`src/rtl/instr_fetch_if.sv`:
```
// Fetch-stage bundle: instruction-memory handshake, decode-side outputs and redirect inputs.
// The master side is the fetch stage; the slave side is memory/decode/execute (or a bench).
interface instr_fetch_if #(
  parameter int XLEN = 32
);
  logic            imem_req;
  logic [XLEN-1:0] imem_addr;
  logic [31:0]     imem_rdata;
  logic            imem_ready;
  logic            stall;
  logic            redirect_valid;
  logic [XLEN-1:0] redirect_pc;
  logic            inst_valid;
  logic [31:0]     inst;
  logic [6:0]      opcode;
  logic [XLEN-1:0] pc;
  logic [XLEN-1:0] pc_plus4;
  logic            fetch_err;
  logic [31:0]     fetch_count;

  modport master (
    output imem_req, imem_addr, inst_valid, inst, opcode, pc, pc_plus4, fetch_err, fetch_count,
    input  imem_rdata, imem_ready, stall, redirect_valid, redirect_pc
  );

  modport slave (
    input  imem_req, imem_addr, inst_valid, inst, opcode, pc, pc_plus4, fetch_err, fetch_count,
    output imem_rdata, imem_ready, stall, redirect_valid, redirect_pc
  );
endinterface

```
`src/rtl/instr_fetch.sv`:
```
// Instruction fetch stage: owns the PC, fetches one word per request, holds it for decode,
// applies execute-stage redirects. One instruction per two cycles best case; stall holds VALID.
module instr_fetch #(
  parameter int              XLEN     = 32,
  parameter logic [XLEN-1:0] RESET_PC = '0,
  parameter logic [31:0]     NOP_INST = 32'h0000_0013
) (
  input logic            clk,
  input logic            rst_n,
  instr_fetch_if.master  fetch_if
);

  typedef enum logic [1:0] {
    IDLE  = 2'd0,
    FETCH = 2'd1,
    VALID = 2'd2
  } state_e;

  state_e          state_q, state_d;
  logic [XLEN-1:0] pc_q, pc_d;
  logic [31:0]     inst_q, inst_d;
  logic            inst_valid_q, inst_valid_d;
  logic            fetch_err_q, fetch_err_d;
  logic [31:0]     fetch_count_q, fetch_count_d;

  logic [XLEN-1:0] redirect_aligned;
  logic            redirect_take;

  assign redirect_aligned = {fetch_if.redirect_pc[XLEN-1:2], 2'b00};
  // Redirects only mean something once the stage is running.
  assign redirect_take    = fetch_if.redirect_valid && (state_q != IDLE);

  always_comb begin
    state_d       = state_q;
    pc_d          = pc_q;
    inst_d        = inst_q;
    inst_valid_d  = inst_valid_q;
    fetch_count_d = fetch_count_q;
    fetch_err_d   = redirect_take && (fetch_if.redirect_pc[1:0] != 2'b00);

    case (state_q)
      IDLE: begin
        state_d = FETCH;
      end
      FETCH: begin
        if (redirect_take) begin
          // A response arriving with the redirect belongs to the wrong path.
          pc_d         = redirect_aligned;
          inst_d       = NOP_INST;
          inst_valid_d = 1'b0;
        end else if (fetch_if.imem_ready) begin
          inst_d       = fetch_if.imem_rdata;
          inst_valid_d = 1'b1;
          state_d      = VALID;
        end
      end
      VALID: begin
        if (redirect_take) begin
          pc_d          = redirect_aligned;
          inst_d        = NOP_INST;
          inst_valid_d  = 1'b0;
          fetch_count_d = fetch_count_q + 32'd1;
          state_d       = FETCH;
        end else if (!fetch_if.stall) begin
          pc_d          = pc_q + XLEN'(4);
          inst_d        = NOP_INST;
          inst_valid_d  = 1'b0;
          fetch_count_d = fetch_count_q + 32'd1;
          state_d       = FETCH;
        end
      end
      default: begin
        state_d = IDLE;
      end
    endcase
  end

  always_ff @(posedge clk or negedge rst_n) begin
    if (!rst_n) begin
      state_q       <= IDLE;
      pc_q          <= RESET_PC;
      inst_q        <= NOP_INST;
      inst_valid_q  <= 1'b0;
      fetch_err_q   <= 1'b0;
      fetch_count_q <= '0;
    end else begin
      state_q       <= state_d;
      pc_q          <= pc_d;
      inst_q        <= inst_d;
      inst_valid_q  <= inst_valid_d;
      fetch_err_q   <= fetch_err_d;
      fetch_count_q <= fetch_count_d;
    end
  end

  assign fetch_if.imem_req    = (state_q == FETCH);
  assign fetch_if.imem_addr   = pc_q;
  assign fetch_if.inst_valid  = inst_valid_q;
  assign fetch_if.inst        = inst_q;
  assign fetch_if.opcode      = inst_q[6:0];
  assign fetch_if.pc          = pc_q;
  assign fetch_if.pc_plus4    = pc_q + XLEN'(4);
  assign fetch_if.fetch_err   = fetch_err_q;
  assign fetch_if.fetch_count = fetch_count_q;

endmodule

```
`src/flat_wrapper.sv`:
```
// flat-port wrapper written by rule: the top's interface ports become plain ports
module instr_fetch_flat 
#(
  parameter int              XLEN     = 32,
  parameter logic [XLEN-1:0] RESET_PC = '0,
  parameter logic [31:0]     NOP_INST = 32'h0000_0013
)
  (clk, rst_n, fetch_if_imem_req, fetch_if_imem_addr, fetch_if_inst_valid, fetch_if_inst, fetch_if_opcode, fetch_if_pc, fetch_if_pc_plus4, fetch_if_fetch_err, fetch_if_fetch_count, fetch_if_imem_rdata, fetch_if_imem_ready, fetch_if_stall, fetch_if_redirect_valid, fetch_if_redirect_pc);
  instr_fetch_if #(.XLEN(XLEN)) fetch_if_i ();
  input logic clk;
  input logic rst_n;
  output wire logic [$bits(fetch_if_i.imem_req)-1:0] fetch_if_imem_req;
  output wire logic [$bits(fetch_if_i.imem_addr)-1:0] fetch_if_imem_addr;
  output wire logic [$bits(fetch_if_i.inst_valid)-1:0] fetch_if_inst_valid;
  output wire logic [$bits(fetch_if_i.inst)-1:0] fetch_if_inst;
  output wire logic [$bits(fetch_if_i.opcode)-1:0] fetch_if_opcode;
  output wire logic [$bits(fetch_if_i.pc)-1:0] fetch_if_pc;
  output wire logic [$bits(fetch_if_i.pc_plus4)-1:0] fetch_if_pc_plus4;
  output wire logic [$bits(fetch_if_i.fetch_err)-1:0] fetch_if_fetch_err;
  output wire logic [$bits(fetch_if_i.fetch_count)-1:0] fetch_if_fetch_count;
  input wire logic [$bits(fetch_if_i.imem_rdata)-1:0] fetch_if_imem_rdata;
  input wire logic [$bits(fetch_if_i.imem_ready)-1:0] fetch_if_imem_ready;
  input wire logic [$bits(fetch_if_i.stall)-1:0] fetch_if_stall;
  input wire logic [$bits(fetch_if_i.redirect_valid)-1:0] fetch_if_redirect_valid;
  input wire logic [$bits(fetch_if_i.redirect_pc)-1:0] fetch_if_redirect_pc;
  assign fetch_if_imem_req = fetch_if_i.imem_req;
  assign fetch_if_imem_addr = fetch_if_i.imem_addr;
  assign fetch_if_inst_valid = fetch_if_i.inst_valid;
  assign fetch_if_inst = fetch_if_i.inst;
  assign fetch_if_opcode = fetch_if_i.opcode;
  assign fetch_if_pc = fetch_if_i.pc;
  assign fetch_if_pc_plus4 = fetch_if_i.pc_plus4;
  assign fetch_if_fetch_err = fetch_if_i.fetch_err;
  assign fetch_if_fetch_count = fetch_if_i.fetch_count;
  assign fetch_if_i.imem_rdata = fetch_if_imem_rdata;
  assign fetch_if_i.imem_ready = fetch_if_imem_ready;
  assign fetch_if_i.stall = fetch_if_stall;
  assign fetch_if_i.redirect_valid = fetch_if_redirect_valid;
  assign fetch_if_i.redirect_pc = fetch_if_redirect_pc;
  instr_fetch #(.XLEN(XLEN), .RESET_PC(RESET_PC), .NOP_INST(NOP_INST)) u_core (.clk(clk), .rst_n(rst_n), .fetch_if(fetch_if_i));
endmodule
```
`config.mk`:
```
export PLATFORM = sky130hd
export DESIGN_NAME = instr_fetch_flat
export DESIGN_NICKNAME = d
export VERILOG_FILES = /design/src/rtl/instr_fetch_if.sv /design/src/rtl/instr_fetch.sv /design/src/flat_wrapper.sv
export SDC_FILE = /design/constraint.sdc
export NUM_CORES = 1
export LEC_CHECK = 0
export CAP_MARGIN = 20
export CORE_ASPECT_RATIO = 0.5
export CORE_UTILIZATION = 39
export CTS_CLUSTER_DIAMETER = 80
export DETAILED_ROUTE_END_ITERATION = 12
export PLACE_DENSITY = 0.83
export SYNTH_ARGS = -nofsm -noshare
export SYNTH_HDL_FRONTEND = slang
export SYNTH_SLANG_ARGS = --single-unit
```
`constraint.sdc`:
```
create_clock -name clk -period 2.5 [get_ports clk]
set_clock_uncertainty 0.2 [all_clocks]
set_input_delay 0.5 -clock clk [delete_from_list [all_inputs] [get_ports clk]]
set_output_delay 0.5 -clock clk [all_outputs]
set_load 0.005 [all_outputs]
```
==> Word-level counts from Yosys, hierarchy flattened <==
Index checks and enable logic that the tools add are counted.
{ "op_classes": {"n_reduce_logical": 10, "n_lt_le_gt_ge": 0, "multipliers": 0, "muxes": 21, "n_bitwise": 0, "n_div": 0, "eq_ne": 8, "n_shift": 0, "addsub": 2} }
{ "ops": {"columns": ["op", "n"], "rows": [
  ["32-bit two-way mux", 9],
  ["32-bit one-hot mux with 2 select lines", 2],
  ["32-bit by 1-bit adder with 32-bit output (second input constant)", 1],
  ["32-bit by 3-bit adder with 32-bit output (second input constant)", 1],
  ["3-bit AND reduction", 3],
  ["2-bit two-way mux", 4],
  ["2-bit by 1-bit != test with 1-bit output (second input constant)", 3],
  ["2-bit one-hot mux with 3 select lines", 1],
  ["2-bit nonzero test", 3],
  ["1-bit two-way mux", 4],
  ["3-bit by 1-bit != test with 1-bit output (second input constant)", 1],
  ["3-bit by 2-bit != test with 1-bit output (second input constant)", 1],
  ["2-bit by 1-bit == test with 1-bit output (second input constant)", 1],
  ["2-bit == test (second input constant)", 1],
  ["1-bit logical AND", 2],
  ["2-bit zero test", 1],
  ["2-bit != test (second input constant)", 1],
  ["1-bit one-hot mux with 2 select lines", 1],
  ["2-bit AND reduction", 1]
]} }
{ "totals": {"mem_count": 0, "mem_bits_ro": 0, "latchBits": 0, "regBits": 100, "ram_bits": 0} }

==> Logic depth before layout (Yosys ltp) <==
{ "logic_depth": {"ltp_word": 4, "mapped_depth": 9, "mapped_depth_nobuf": 6} }

==> Least setup slack after synthesis <==
OpenSTA, ideal clock, no wires.
{ "synth_timing": {"kind": "reg2out", "start": "register u_core.pc_q[2], in the netlist u_core.fetch_if.imem_addr[2]", "end": "output port fetch_if_pc_plus4[20]", "t_arrival_ps": 1908, "stages_incl_launch_ff": 7, "n_path_buf": 1, "path_slack_ps": -108, "cell_sequence": "dfrtp_1 > ha_1 > nand3_1 > or4_1 > buf_2 > or2_2 > xnor2_1"} }
{ "synth_between": {"elab_chain_cells": 1} }
{ "synth_rtl": {"columns": ["item", "line", "rtl"], "rows": [
  ["start, declared", "instr_fetch.sv:20", "logic [XLEN-1:0] pc_q, pc_d;"],
  ["start signal, assigned", "instr_fetch.sv:88", "pc_q <= pc_d;"],
  ["32-bit by 3-bit adder with 32-bit output", "instr_fetch.sv:102", "assign fetch_if.pc_plus4 = pc_q + XLEN'(4);"],
  ["end, declared", "flat_wrapper.sv:18", "output wire logic [$bits(fetch_if_i.pc_plus4)-1:0] fetch_if_pc_plus4;"]
]} }
No other way between the ends.

==> Worst setup path in the final report <==
{ "layout_timing": {"start": "register u_core.pc_q[3], in the netlist u_core.fetch_if.imem_addr[3]", "end": "output port fetch_if_pc_plus4[28]"} }
Same word-level chain as after synthesis.

==> reports/qor.csv <==
metric,value,unit
gp_congestion,0.897,
antenna_found_initial,1,
end_kind,output port,
period_share,1.12,
die_h,87.6,µm
cts.htree.levels,3,
clock_latency,0.35,ns
area_delta_synth_final,67.4,%
synth_fa_ha_area_frac,0.0131,
ys_seq_elements,98,
worstPathMaxFanout,5,
fmax,0.357,GHz
ant_nets,0,
drt_iter0_drc,763,
synth_top_cell_area_share,0.416,
dr.pass1.iters,8,
worstSetupStartpointType,register,
nNetsFinal,962,
viasPerCell,5.82,
synthSimpleGateAreaFrac,0.203,
design.die.area,0.0152,mm²
final_common_cell,clkdlybuf4s50_1,
start_util,0.410,
grt_pass1_wl,31100,µm
startpoint,u_core.fetch_if.imem_addr[3]$_DFFE_PN0P_,
clk_pin_slew,0.07,ns
grt_start_max_net_pins,46,
cts.sinks,98,
hpwlAfterDp,13100,µm
slew_violations,0,
setup_slack,-0.303,ns
pre_cts_ws,-0.313,ns
rr_worst_depth,7,
drc,0,
grt_pass1_vias,6017,
final_layout_size_suffix_gt1_frac,0.271,
crit_end,fetch_if_pc_plus4[28],
reg2reg_to,u_core.fetch_if.imem_addr[16]$_DFFE_PN0P_,
regToRegSetupSlack,0.06,ns
cts_tree,yes,
grt_overflow,0,
synth_area_per_cell,9.57,µm²
core.rowCount,30,
vdd_drop_max,542,µV
cts_buffer_depth,2,
synth_top_family_by_area,simple AND/OR/NAND/NOR gates,
grt_usage,0.257,
synthArstFlopShare,1.00,
drv_cap,0,
tightest_slew,0.596,ns
cts_buffers,9,
rsz0062_at_grt,yes,
synth_area_leader_cell,dfrtp_1,
muxShareOfSynthArea,0.00920,
ys.flop_type,dfrtp_1,
synth_compound_area_frac,0.160,
leakage,0.00421,µW
cellPowerDensity,1120,mW/mm²
synthesis.area,0.00571,mm²
worstPathArrival,2.10,ns
wl,22100,µm
hold_viol_final,0,
violations,negative setup slack,
critPathRequiredTime,1.80,ns
final-setup-viol-count,23,
power,10700,µW
wl_per_cell,20.3,µm
synth_cell_types,53,
period_needed,2.80,ns
status,"complete, but fails checks",
synth_area_leaders,"dfrtp_1 (42%), xnor2_1 (7.4%), buf_4 (5.8%), a22o_1 (4.4%), nand3_1 (4.1%)",
core,0.0139,mm²
hold_class,reg -> reg,
yosys_warnings,0,
yosysSeqAreaShare,0.430,
port_buffers,232,
timing.slew.headroom,0.602,
most-common-layout-cells,"clkdlybuf4s50_1 (204), buf_4 (103), dfrtp_1 (93)",
r2r_start,u_core.state_q[0]$_DFFE_PN0P_,
synth_xor_area_frac,0.0859,
syn_inst,597,
path_class,reg -> out,
vias,6310,
synth_enable_flop_cells,0,
num_io_pins,239,
worstHoldStart,u_core.fetch_if.inst[4]$_DFFE_PN1P_,
clockRootBuffer,clkbuf_16,
die-width,173,µm
worst min path at each step:
| stage | slack (ns) | to | depth (start not counted) |
|---|---|---|---|
| floorplan | 0.004 | u_core.fetch_if.fetch_count[0]$_DFFE_PN0P_ | 0 |
| global placement | 0.26 | u_core.fetch_if.inst[4]$_DFFE_PN1P_ | 2 |
| detailed placement | 0.27 | u_core.fetch_if.fetch_count[31]$_DFFE_PN0P_ | 1 |
| CTS | 0.28 | u_core.fetch_if.inst[4]$_DFFE_PN1P_ | 2 |
| global route | 0.31 | u_core.fetch_if.fetch_count[8]$_DFFE_PN0P_ | 1 |
| finish | 0.28 | u_core.fetch_if.inst[4]$_DFFE_PN1P_ | 2 |
metal layers:
metal / GRT usage / routed length (µm) / up-vias
li1: - / - / 2717
met4: 0.109 / 965 / 0
met5: 0 / 0 / -
met2: 0.462 / 10800 / 434
met1: 0.306 / 8540 / 3039
met3: 0.0525 / 1720 / 120
critical path: stages (launching register included):
cell	delay [ns]
dfrtp_2	0.40
ha_4	0.15
nand3_2	0.10
buf_6	0.15
nor3_2	0.18
buf_4	0.15
buf_6	0.13
nand4_1	0.13
xnor2_1	0.20
buf_2	0.16
metrics by stage:
stage                     setup TNS, ns  utilization  instances  hold slack [ns]  instance area, µm²
after floorplan                       0            -        602          0.00441                5750
after global placement            -2.37        0.614       1020            0.256                8550
after detailed placement          -3.06        0.614       1020            0.265                8550
after CTS                         -2.61        0.661       1062            0.280                9210
after global routing              -5.07        0.687       1085            0.310                9560
final                             -3.55        0.687       1085            0.276                9560
area by class of cell:
type	instances	area [µm²]
fill	948	4360
sequential	98	2460
clock inverter	6	55.1
multi-input combinational	401	3140
antenna	1	2.50
timing repair buffer	366	3390
clock buffer	10	239
inverter	11	41.3
tap	192	240
report_power, final:
group          switching [µW]  internal [µW]
clock network             670            725
logic                    3160           3580
registers                 453           2130
kinds of logic (layout without fill, tap and decap cells):
| family | Yosys count | count (layout) |
|---|---|---|
| AO/OA/AOI/OAI | 124 | 124 |
| XOR/XNOR | 56 | 56 |
| adder cells (fa/ha/maj) | 6 | 6 |
| buffers and inverters | 103 | 393 |
| flip-flops | 98 | 98 |
| multiplexers | 5 | 5 |
| other | 1 | 7 |
| AND/OR/NAND/NOR | 204 | 204 |
synthesized netlist by cell type, types with 2 or more instances:
master,n
nor4b_1,7
o211ai_1,12
a31o_2,2
and3_1,12
ha_1,6
nand4_1,34
a21oi_1,27
or4_1,5
nor2b_1,5
mux2_2,2
nand4b_1,3
or2_2,5
clkbuf_1,38
nand3b_1,2
or3_1,6
inv_1,11
xor2_1,8
o211a_1,10
dfrtp_1,95
nor4_1,5
nand2_1,32
buf_2,5
nor2_1,12
nand2b_1,2
xnor2_1,48
a22o_1,29
o21a_1,5
buf_1,5
buf_4,44
o22ai_1,3
o22a_1,3
nor3_1,12
a31oi_1,5
a21o_1,2
o21ai_0,10
a2bb2oi_1,3
dfstp_2,3
mux2i_1,3
and2_1,5
and4_1,8
o311ai_0,5
nand3_1,47
state kept, by name, summed over array words and instances (netlist names):
name,flops
u_core.fetch_if.fetch_count,32
u_core.fetch_if.inst,32
u_core.fetch_if.imem_addr,30
u_core.state_q,2
u_core.fetch_if.fetch_err,1
u_core.fetch_if.inst_valid,1
what timing repair did:
| action | 4_1_cts | 5_1_grt |
|---|---|---|
| endpoints found under the setup margin | 27 | 27 |
| setup buffers | 23 | 25 |
| gates resized for setup | 143 | 47 |
| cloned | 2 | 0 |
| hold buffers | 1 | 0 |
| pin swaps | 24 | 31 |
| endpoints found under the hold margin | 41 | 0 |
No activity file was read; power rests on OpenSTA's default activity.
